`src/rtl/kw_token_scanner_if.sv`:
```
// Byte-in / token-out handshake bundle for the keyword token scanner.
// master = byte source and token sink, slave = scanner.
interface kw_token_scanner_if #(
    parameter int HASH_W = 12,
    parameter int LINE_W = 16
);
    logic              in_valid;
    logic              in_ready;
    logic [7:0]        in_data;
    logic              in_last;
    logic              tok_valid;
    logic              tok_ready;
    logic [1:0]        tok_kind;
    logic [7:0]        tok_len;
    logic [HASH_W-1:0] tok_hash;
    logic [LINE_W-1:0] tok_line;
    logic              tok_trunc;

    modport master (
        output in_valid, in_data, in_last, tok_ready,
        input  in_ready, tok_valid, tok_kind, tok_len, tok_hash, tok_line, tok_trunc
    );

    modport slave (
        input  in_valid, in_data, in_last, tok_ready,
        output in_ready, tok_valid, tok_kind, tok_len, tok_hash, tok_line, tok_trunc
    );
endinterface

```
`src/rtl/kw_token_scanner.sv`:
```
// Splits an ASCII byte stream into WORD / DIRECTIVE / PUNCT / EOF tokens
// carrying a rotate-xor hash, saturating length and source line number.
//
// state  | meaning
// IDLE   | between tokens, whitespace skipped
// WORD   | accumulating a word or directive
// PEND   | word emitted, terminating punct/'#' waits for the output slot
// EOF    | end of file seen, EOF token waits for the output slot
module kw_token_scanner #(
    parameter int MAX_LEN = 16,
    parameter int HASH_W  = 12,
    parameter int LINE_W  = 16
) (
    input logic              clk,
    input logic              rst_n,
    kw_token_scanner_if.slave bus
);
    typedef enum logic [1:0] {S_IDLE, S_WORD, S_PEND, S_EOF} state_t;

    localparam logic [1:0] K_WORD  = 2'd0;
    localparam logic [1:0] K_DIR   = 2'd1;
    localparam logic [1:0] K_PUNCT = 2'd2;
    localparam logic [1:0] K_EOF   = 2'd3;
    localparam logic [7:0] MAX_LEN_B = 8'(MAX_LEN);

    function automatic logic is_word(input logic [7:0] b);
        return (b >= 8'h61 && b <= 8'h7A) || (b >= 8'h41 && b <= 8'h5A) ||
               (b >= 8'h30 && b <= 8'h39) || b == 8'h5F || b == 8'h24;
    endfunction

    function automatic logic is_ws(input logic [7:0] b);
        return b == 8'h20 || b == 8'h09 || b == 8'h0D || b == 8'h0A;
    endfunction

    function automatic logic [HASH_W-1:0] hash_step(input logic [HASH_W-1:0] h,
                                                    input logic [7:0] b);
        return {h[HASH_W-6:0], h[HASH_W-1:HASH_W-5]} ^ HASH_W'(b);
    endfunction

    state_t              state_q, state_d;
    logic [1:0]          kind_q, kind_d;
    logic [7:0]          len_q, len_d;
    logic [HASH_W-1:0]   hash_q, hash_d;
    logic [LINE_W-1:0]   line0_q, line0_d;
    logic                trunc_q, trunc_d;
    logic [7:0]          pend_q, pend_d;
    logic                pend_last_q, pend_last_d;
    logic [LINE_W-1:0]   line_q, line_d;

    logic                tv_q;
    logic [1:0]          tk_q;
    logic [7:0]          tl_q;
    logic [HASH_W-1:0]   th_q;
    logic [LINE_W-1:0]   tln_q;
    logic                tt_q;

    logic                slot_free, in_ready, acc;
    logic                load, ld_trunc;
    logic [1:0]          ld_kind;
    logic [7:0]          ld_len;
    logic [HASH_W-1:0]   ld_hash;
    logic [LINE_W-1:0]   ld_line;
    logic                proc_go, proc_last;
    logic [7:0]          proc_b;
    logic [7:0]          app_len;
    logic [HASH_W-1:0]   app_hash;
    logic                app_trunc;

    always_comb begin
        slot_free   = !tv_q || bus.tok_ready;
        // Ready is withheld whenever the slot is busy, since any byte may end a token.
        in_ready    = rst_n && slot_free && (state_q == S_IDLE || state_q == S_WORD);
        acc         = bus.in_valid && in_ready;
        state_d     = state_q;
        kind_d      = kind_q;
        len_d       = len_q;
        hash_d      = hash_q;
        line0_d     = line0_q;
        trunc_d     = trunc_q;
        pend_d      = pend_q;
        pend_last_d = pend_last_q;
        line_d      = line_q;
        load        = 1'b0;
        ld_kind     = K_WORD;
        ld_len      = 8'd0;
        ld_hash     = '0;
        ld_line     = line_q;
        ld_trunc    = 1'b0;
        proc_go     = 1'b0;
        proc_b      = bus.in_data;
        proc_last   = bus.in_last;

        if (len_q < MAX_LEN_B) begin
            app_len   = len_q + 8'd1;
            app_hash  = hash_step(hash_q, bus.in_data);
            app_trunc = trunc_q;
        end else begin
            app_len   = len_q;
            app_hash  = hash_q;
            app_trunc = 1'b1;
        end

        case (state_q)
            S_IDLE: proc_go = acc;
            S_WORD: begin
                if (acc) begin
                    if (is_word(bus.in_data)) begin
                        if (bus.in_last) begin
                            load     = 1'b1;
                            ld_kind  = kind_q;
                            ld_len   = app_len;
                            ld_hash  = app_hash;
                            ld_line  = line0_q;
                            ld_trunc = app_trunc;
                            state_d  = S_EOF;
                        end else begin
                            len_d   = app_len;
                            hash_d  = app_hash;
                            trunc_d = app_trunc;
                        end
                    end else begin
                        load     = 1'b1;
                        ld_kind  = kind_q;
                        ld_len   = len_q;
                        ld_hash  = hash_q;
                        ld_line  = line0_q;
                        ld_trunc = trunc_q;
                        if (is_ws(bus.in_data)) begin
                            state_d = bus.in_last ? S_EOF : S_IDLE;
                        end else begin
                            pend_d      = bus.in_data;
                            pend_last_d = bus.in_last;
                            state_d     = S_PEND;
                        end
                    end
                end
            end
            S_PEND: begin
                proc_go   = slot_free;
                proc_b    = pend_q;
                proc_last = pend_last_q;
            end
            S_EOF: begin
                if (slot_free) begin
                    load    = 1'b1;
                    ld_kind = K_EOF;
                    line_d  = LINE_W'(1);
                    state_d = S_IDLE;
                end
            end
            default: state_d = S_IDLE;
        endcase

        // Token start shared by IDLE and the replayed byte in PEND.
        if (proc_go) begin
            if (is_word(proc_b) || proc_b == 8'h23) begin
                if (proc_last) begin
                    load    = 1'b1;
                    ld_kind = (proc_b == 8'h23) ? K_DIR : K_WORD;
                    ld_len  = 8'd1;
                    ld_hash = HASH_W'(proc_b);
                    state_d = S_EOF;
                end else begin
                    kind_d  = (proc_b == 8'h23) ? K_DIR : K_WORD;
                    len_d   = 8'd1;
                    hash_d  = HASH_W'(proc_b);
                    line0_d = line_q;
                    trunc_d = 1'b0;
                    state_d = S_WORD;
                end
            end else if (is_ws(proc_b)) begin
                state_d = proc_last ? S_EOF : S_IDLE;
            end else begin
                load    = 1'b1;
                ld_kind = K_PUNCT;
                ld_len  = 8'd1;
                ld_hash = HASH_W'(proc_b);
                state_d = proc_last ? S_EOF : S_IDLE;
            end
        end

        if (acc && bus.in_data == 8'h0A) line_d = line_q + LINE_W'(1);
    end

    always_ff @(posedge clk or negedge rst_n) begin
        if (!rst_n) begin
            state_q     <= S_IDLE;
            kind_q      <= K_WORD;
            len_q       <= 8'd0;
            hash_q      <= '0;
            line0_q     <= '0;
            trunc_q     <= 1'b0;
            pend_q      <= 8'd0;
            pend_last_q <= 1'b0;
            line_q      <= LINE_W'(1);
            tv_q        <= 1'b0;
            tk_q        <= 2'd0;
            tl_q        <= 8'd0;
            th_q        <= '0;
            tln_q       <= '0;
            tt_q        <= 1'b0;
        end else begin
            state_q     <= state_d;
            kind_q      <= kind_d;
            len_q       <= len_d;
            hash_q      <= hash_d;
            line0_q     <= line0_d;
            trunc_q     <= trunc_d;
            pend_q      <= pend_d;
            pend_last_q <= pend_last_d;
            line_q      <= line_d;
            if (load) begin
                tv_q  <= 1'b1;
                tk_q  <= ld_kind;
                tl_q  <= ld_len;
                th_q  <= ld_hash;
                tln_q <= ld_line;
                tt_q  <= ld_trunc;
            end else if (bus.tok_ready) begin
                tv_q <= 1'b0;
            end
        end
    end

    assign bus.in_ready  = in_ready;
    assign bus.tok_valid = tv_q;
    assign bus.tok_kind  = tk_q;
    assign bus.tok_len   = tl_q;
    assign bus.tok_hash  = th_q;
    assign bus.tok_line  = tln_q;
    assign bus.tok_trunc = tt_q;
endmodule

```
`src/flat_wrapper.sv`:
```
// flat-port wrapper written by rule: the top's interface ports become plain ports
module kw_token_scanner_flat 
#(
    parameter int MAX_LEN = 16,
    parameter int HASH_W  = 12,
    parameter int LINE_W  = 16
)
  (clk, rst_n, bus_in_valid, bus_in_data, bus_in_last, bus_tok_ready, bus_in_ready, bus_tok_valid, bus_tok_kind, bus_tok_len, bus_tok_hash, bus_tok_line, bus_tok_trunc);
  kw_token_scanner_if #(.HASH_W(HASH_W), .LINE_W(LINE_W)) bus_i ();
  input logic clk;
  input logic rst_n;
  input wire logic [$bits(bus_i.in_valid)-1:0] bus_in_valid;
  input wire logic [$bits(bus_i.in_data)-1:0] bus_in_data;
  input wire logic [$bits(bus_i.in_last)-1:0] bus_in_last;
  input wire logic [$bits(bus_i.tok_ready)-1:0] bus_tok_ready;
  output wire logic [$bits(bus_i.in_ready)-1:0] bus_in_ready;
  output wire logic [$bits(bus_i.tok_valid)-1:0] bus_tok_valid;
  output wire logic [$bits(bus_i.tok_kind)-1:0] bus_tok_kind;
  output wire logic [$bits(bus_i.tok_len)-1:0] bus_tok_len;
  output wire logic [$bits(bus_i.tok_hash)-1:0] bus_tok_hash;
  output wire logic [$bits(bus_i.tok_line)-1:0] bus_tok_line;
  output wire logic [$bits(bus_i.tok_trunc)-1:0] bus_tok_trunc;
  assign bus_i.in_valid = bus_in_valid;
  assign bus_i.in_data = bus_in_data;
  assign bus_i.in_last = bus_in_last;
  assign bus_i.tok_ready = bus_tok_ready;
  assign bus_in_ready = bus_i.in_ready;
  assign bus_tok_valid = bus_i.tok_valid;
  assign bus_tok_kind = bus_i.tok_kind;
  assign bus_tok_len = bus_i.tok_len;
  assign bus_tok_hash = bus_i.tok_hash;
  assign bus_tok_line = bus_i.tok_line;
  assign bus_tok_trunc = bus_i.tok_trunc;
  kw_token_scanner #(.MAX_LEN(MAX_LEN), .HASH_W(HASH_W), .LINE_W(LINE_W)) u_core (.clk(clk), .rst_n(rst_n), .bus(bus_i));
endmodule
```
`config.mk`:
```
export PLATFORM = sky130hd
export DESIGN_NAME = kw_token_scanner_flat
export DESIGN_NICKNAME = d
export VERILOG_FILES = /design/src/rtl/kw_token_scanner_if.sv /design/src/rtl/kw_token_scanner.sv /design/src/flat_wrapper.sv
export SDC_FILE = /design/constraint.sdc
export NUM_CORES = 1
export LEC_CHECK = 0
export CAP_MARGIN = 0
export CORE_ASPECT_RATIO = 1.1
export CORE_MARGIN = 8
export CORE_UTILIZATION = 60
export DETAILED_ROUTE_END_ITERATION = 12
export PLACE_DENSITY = 0.83
export SYNTH_ARGS = -nofsm -noshare
export SYNTH_HDL_FRONTEND = slang
export SYNTH_SLANG_ARGS = --single-unit
```
`constraint.sdc`:
```
create_clock -name clk -period 7.2 [get_ports clk]
set_input_delay 0.72 -clock clk [delete_from_list [all_inputs] [get_ports clk]]
set_output_delay 0.72 -clock clk [all_outputs]
set_load 0.02 [all_outputs]
```
==> out/results.tsv, run 1 <==
stage	metric	value	unit
yosys	yosysWarnings	0	
finish	final_common_cell	dfrtp_1	
setup_path	rr_worst_depth	7	
placed_design	finalWeightedCongestion	0.918	
power	seqPwrFrac	38.4	%
placed_design	place_area	6080	um^2
global_route	grt_pass1_wl	22400	um
cts	cts_tree	yes	
yosys	synth_area_leader_cell	dfrtp_1	
power	ir_worst_vdd	215	uV
cts	cts_resized	0	
routing	wirelength	13400	um
power	switchingPower	0.000923	W
timing	period_needed	3.93	ns
global_route	grt.total_usage	22.5	%
power	swShare	40.5	%
yosys	synth.top_cell.area_share	46.6	%
routing	vias	4338	
timing	finalSetupViolCount	0	
routing	drt_iter0_drc	351	
finish	layout_common_cells	104 x dfrtp_1, 57 x nor2_1, 52 x clkdlybuf4s50_1	
yosys	synth_cells	533	
setup_path	critPathCaptureType	flip-flop	
timing	slew_headroom	23.4	%
run	drv_cap	0	
global_route	grt_max_degree	59	
routing	drtPass1Iterations	5	
setup_path	crit_type	reg2reg	
routing	drc	0	
yosys	synth_nets	548	
setup_path	worstPathRequired	7.47	ns
finish	final_core_util	68.4	%
setup_path	reg2reg_to	u_core.line0_q[7]$_DFFE_PN0P_	
setup_path	path_cells	nor2b_4 -> mux2i_1 -> a211oi_1 -> a31oi_1 -> a31o_1 -> nand3_4 -> mux2_4	
die	rows	37	
die	die_area	12700	um^2
die	die_width	108	um
yosys	async_flop_share	100	%
setup_path	crit_start	u_core.state_q[1]$_DFFE_PN0P_	
power	pwr-share-clk	17.8	%
yosys	avgSynthCellArea	10.5	um^2
setup_path	r2r_start	u_core.state_q[1]$_DFFE_PN0P_	
setup_path	ff2ff_setup_slack	3.27	ns
power	p_leak	2.84	nW
placed_design	dp_hpwl	9310	um
setup_path	slowest_delay	0.72	ns
yosys	synth-edff-count	0	
die	initial_utilization	60.7	%
cts	cts.clk_slew.worst_paths	0.11	ns
timing	rsz0062_at_grt	false	
global_route	grt_pass1_vias	4441	
yosys	synth.area.top_cells	dfrtp_1 47%, mux2i_1 7.2%, a211oi_1 4.6%, nor2_1 3.8%, mux2_2 3.6%	
setup_path	critPathMaxFanout	28	
setup_path	start_kind	flip-flop	
timing	timing.setup.tns	0	ns
cts	clock_path_buffers	2	
yosys	synth_area	5590	um^2
finish	antenna_cells	0	
setup_path	cpMaxStageDelayCell	a31o_1	
setup_path	arrival	4.20	ns
cts	clock-sinks	105	
setup_path	crit_cells	7	
die	core	9210	um^2
finish	fin_nets	584	
yosys	ys_ff_latch	105	
finish	area_growth	12.8	%
cts	post_cts_buffers	0	
timing	fmax	254	MHz
routing	ant_nets	0	
routing	wl_per_cell	19.5	um
timing	fin_skew	0.0155	ns
status	status	completed	
timing	hold_viol_final	0	
yosys	seq_area_frac_synth	47.0	%
die	io-pin-count	54	
timing	setup_ws	3.27	ns
cts	postCtsHoldBufs	0	
setup_path	critPathCapture	u_core.line0_q[7]$_DFFE_PN0P_	
placed_design	port_buffers	53	
yosys	synth_ff_type	dfrtp_1	
cts	htreeDepth	3	
setup_path	crit_family	simple AND/OR/NAND/NOR gates	
power	p_comb_share	43.9	%
cts	cts-root-buf	clkbuf_8	
yosys	synth_cell_types	64	
timing	slew_violations	0	
cts	clock_latency	0.38	ns
worst_hold_path	hp-class	in2async	
timing	finalCritPeriodShare	54.6	%
placed_design	post-place-ws	2.96	ns
cts	cts_buffers	9	
global_route	gr-total-overflow	0	
setup_path	cp_num_buf_inv	0	
power	power.density	362	nW/um^2
die	die_y	117	um
finish	fin_area	6300	um^2
finish	drive_above_1_share	10.1	%
global_route	antenna_found_initial	0	
power	internal_power	0.00136	W
timing	tightest_slew	1.15	ns
routing	drt-vias-per-instance	6.28	
## cells in the mapped netlist (all sizes together) (3+ instances only)
| cell type | count |
|---|---|
| a221o | 8 |
| nor2b | 6 |
| mux2 | 27 |
| nand4 | 7 |
| nor4 | 3 |
| nand2 | 29 |
| o2bb2ai | 6 |
| a22o | 9 |
| and2 | 5 |
| inv | 29 |
| clkbuf | 10 |
| dfrtp | 104 |
| xor2 | 10 |
| o21ai | 15 |
| nor2 | 57 |
| nand3 | 14 |
| o21a | 3 |
| buf | 20 |
| and3 | 5 |
| nand3b | 6 |
| a211oi | 36 |
| a31oi | 5 |
| a21oi | 17 |
| nor3 | 16 |
| nor3b | 6 |
| mux2i | 42 |
| xnor2 | 7 |
## power groups by stage
stage	Combinational, W	Clock, W	Sequential [W]
6_report	0.00100	0.000405	0.000874
5_1_grt	0.00108	0.000436	0.000895
4_1_cts	0.00101	0.000411	0.000873
3_5_place_dp	0.000998	0	0.000883
3_3_place_gp	0.000969	0	0.000874
2_1_floorplan	0.000623	0	0.000934
## state kept, by name, indices dropped and copies added, names as in the netlist, 8 cells and up
signal / count
u_core.bus.tok_hash: 12
u_core.bus.tok_len: 8
u_core.bus.tok_line: 16
u_core.hash_q: 12
u_core.len_q: 8
u_core.line0_q: 16
u_core.line_q: 16
u_core.pend_q: 8
## worst min path at each step
| stage | endpoint | depth (start not counted) | slack (ns) |
|---|---|---|---|
| final | u_core.len_q[4]$_DFF_PN0_ | 1 | 0.39 |
| after detailed placement | u_core.bus.tok_hash[8]$_DFFE_PN0P_ | 1 | 0.47 |
| after global placement | u_core.bus.tok_trunc$_DFFE_PN0P_ | 1 | 0.47 |
| after floorplan | u_core.bus.tok_hash[0]$_DFFE_PN0P_ | 0 | 0.42 |
| after global routing | u_core.line0_q[11]$_DFFE_PN0P_ | 1 | 0.44 |
| after CTS | u_core.line0_q[11]$_DFFE_PN0P_ | 1 | 0.40 |
## routing by layer
metal | up-vias | global-route usage, % | share of wire (%)
li1 | 1995 | - | -
met1 | 2159 | 27.0 | 42
met2 | 154 | 38.2 | 50
met3 | 30 | 3.72 | 5.5
met4 | 0 | 11.6 | 2.9
met5 | - | 0 | 0
## logic make-up (layout without fill, tap and decap cells)
family | Yosys count | after routing | synth area share, %
muxes | 69 | 69 | 13.7
AOI/OAI and AO/OA | 116 | 116 | 15.6
xor gates and xnor gates | 17 | 17 | 2.66
and+or+nand+nor | 165 | 165 | 15.1
buffers and inverters | 59 | 100 | 5.40
DFF | 105 | 105 | 47.0
adders and majority gates | 2 | 2 | 0.448
## stage by stage
step	hold slack, ns	total power [W]	cells
after floorplan	0.424	0.00156	533
after global placement	0.475	0.00184	675
after detailed placement	0.473	0.00188	675
after CTS	0.402	0.00229	691
after global routing	0.438	0.00241	691
final	0.386	0.00228	691
## area by class of cell
| type | count | area (um^2) |
|---|---|---|
| Clock buffer | 10 | 128 |
| Multi-Input combinational cell | 369 | 2660 |
| Fill cell | 717 | 2910 |
| Tap cell | 117 | 146 |
| Sequential cell | 105 | 2630 |
| Timing Repair Buffer | 55 | 543 |
| Clock inverter | 6 | 90.1 |
| Inverter | 29 | 109 |
No activity file was read; power rests on OpenSTA's default activity.
==> run 2: changes to the inputs <==
Settings changed: CORE_UTILIZATION 60 to 52, PLACE_DENSITY 0.83 to 0.76.
Clock period 7.2 ns to 3.5 ns, I/O delays scaled along.
==> out/results.tsv, run 2 (synthesis gave the netlist of run 1 again) <==
stage	metric	value	unit	change
setup_path	critPathMaxFanout	17		-39%
finish	area_growth	18.0	%	
die	die_area	14300	um^2	+13%
finish	fin_nets	611		+4.6%
power	ir_worst_vdd	332	uV	+54%
die	io-pin-count	54		unchanged
global_route	gr-total-overflow	0		unchanged
timing	timing.setup.tns	0	ns	unchanged
setup_path	worstPathRequired	3.71	ns	-3.76 ns
power	power.density	742	nW/um^2	+110%
cts	cts-root-buf	clkbuf_16		
timing	slew_headroom	17.9	%	-5.4 points
setup_path	arrival	3.20	ns	-1.00 ns
status	status	completed		
routing	drt-vias-per-instance	5.94		-5.3%
cts	clock_path_buffers	2		unchanged
setup_path	critPathCaptureType	flip-flop		
placed_design	port_buffers	53		unchanged
placed_design	placed_cells	728		+7.9%
timing	period_needed	2.99	ns	-0.939 ns
routing	drtPass1Iterations	5		unchanged
placed_design	dp_hpwl	9950	um	+7.0%
finish	antenna_cells	0		unchanged
setup_path	crit_start	u_core.state_q[0]$_DFFE_PN0P_		
finish	fin_area	6600	um^2	+4.7%
setup_path	path_cells	nor2b_4 -> buf_4 -> mux2i_1 -> nor2_1 -> o32ai_1 -> a31o_1 -> nand3_4 -> buf_4 -> mux2i_1		
cts	clock_latency	0.35	ns	-0.03 ns
setup_path	crit_type	reg2reg		
cts	cts.clk_slew.worst_paths	0.07	ns	-0.04 ns
run	drv_cap	0		unchanged
cts	post_cts_buffers	0		unchanged
die	rows	39		+5.4%
setup_path	rr_worst_depth	9		+2
finish	drive_above_1_share	13.7	%	+3.6 points
placed_design	place_area	6330	um^2	+4.1%
routing	vias	4417		+1.8%
setup_path	slowest_delay	0.42	ns	-0.30 ns
cts	cts_buffers	9		unchanged
die	initial_utilization	53.5	%	-7.1 points
cts	clock-sinks	105		unchanged
finish	stdcell_count	743		+7.5%
timing	hold_viol_final	0		unchanged
timing	setup_ws	0.507	ns	-2.76 ns
cts	cts_tree	yes		
die	core	10400	um^2	+13%
timing	slew_violations	0		unchanged
cts	cts_resized	0		unchanged
placed_design	finalWeightedCongestion	0.961		+4.6%
cts	postCtsHoldBufs	0		unchanged
cts	htreeDepth	3		unchanged
routing	drc	0		unchanged
finish	fillers	903		+26%
timing	finalCritPeriodShare	85.5	%	+31 points
setup_path	r2r_start	u_core.state_q[0]$_DFFE_PN0P_		
timing	rsz0062_at_grt	false		
timing	fmax	334	MHz	+31%
global_route	grt.total_usage	19.9	%	-2.6 points
setup_path	start_kind	flip-flop		
power	p_leak	3.00	nW	+5.6%
power	power	0.00489	W	+110%
timing	tightest_slew	1.23	ns	+0.0811 ns
setup_path	cpMaxStageDelayCell	nor2b_4		
worst_hold_path	hp-class	in2async		
routing	ant_nets	0		unchanged
timing	fin_skew	0.00766	ns	-0.00788 ns
die	die_width	115	um	+6.3%
die	die_y	125	um	+6.4%
global_route	antenna_found_initial	0		unchanged
timing	finalSetupViolCount	0		unchanged
finish	final_common_cell	dfrtp_1		
global_route	grt_pass1_vias	4585		+3.2%
routing	drt_iter0_drc	286		-19%
routing	wirelength	13900	um	+3.5%
finish	layout_common_cells	104 x dfrtp_1, 57 x nor2_1, 52 x clkdlybuf4s50_1		
routing	wl_per_cell	18.7	um	-3.7%
placed_design	post-place-ws	0.306	ns	-2.65 ns
global_route	grt_max_degree	75		+27%
global_route	grt_pass1_wl	23000	um	+2.7%
## run 2: stage by stage
stage / hold WS [ns] / util, %
detailed placement: 0.466 / 60.6
finish: 0.0816 / 63.2
CTS: 0.0983 / 63.2
global route: 0.114 / 63.2
floorplan: 0.0544 / -
global placement: 0.468 / 60.6
## run 2: routing by layer
metal  wire [um]  GRT usage [%]  up-vias
met4         310           7.20        0
met1        6030           25.0     2215
met3         629           4.07       24
li1            -              -     2051
met5           0              0        -
met2        6950           32.9      127
## run 2: path summary, 6_finish.rpt
path                                                             to  slack [ns]
worst min-delay path             u_core.bus.tok_hash[0]$_DFFE_PN0P_        0.08
worst min register to register  u_core.bus.tok_hash[11]$_DFFE_PN0P_        0.49
min in group clk                u_core.bus.tok_hash[11]$_DFFE_PN0P_        0.49
worst max register to register           u_core.hash_q[3]$_DFF_PN0_        0.51
worst max-delay path                     u_core.hash_q[3]$_DFF_PN0_        0.51
max in group asynchronous              u_core.pend_q[6]$_DFFE_PN0P_        2.60
## run 2: where the power goes
| part | total [W] | internal, W | switching [W] |
|---|---|---|---|
| Clock | 0.000927 | 0.000501 | 0.000426 |
| Sequential | 0.00176 | 0.00152 | 0.000241 |
| Combinational | 0.00221 | 0.000970 | 0.00124 |
## run 2: worst max-delay path, delay by kind of cell (launching register included)
family                 cells  cell delay (ns)
AO/OA/AOI/OAI              2             0.59
flip-flops                 1             0.40
buffers and inverters      2             0.56
multiplexers               2             0.45
AND/OR/NAND/NOR            3             0.84
## run 2: final cells by class
class / instances / area (um^2) / share of cell area (%)
clock buffers: 13 / 250 / 3.79
clock inverters: 2 / 13.8 / 0.209
inverters: 29 / 109 / 1.65
multi-input cells: 369 / 2660 / 40.3
flip-flops and latches: 105 / 2630 / 39.9
well taps: 143 / 179 / 2.71
repair buffers: 82 / 758 / 11.5
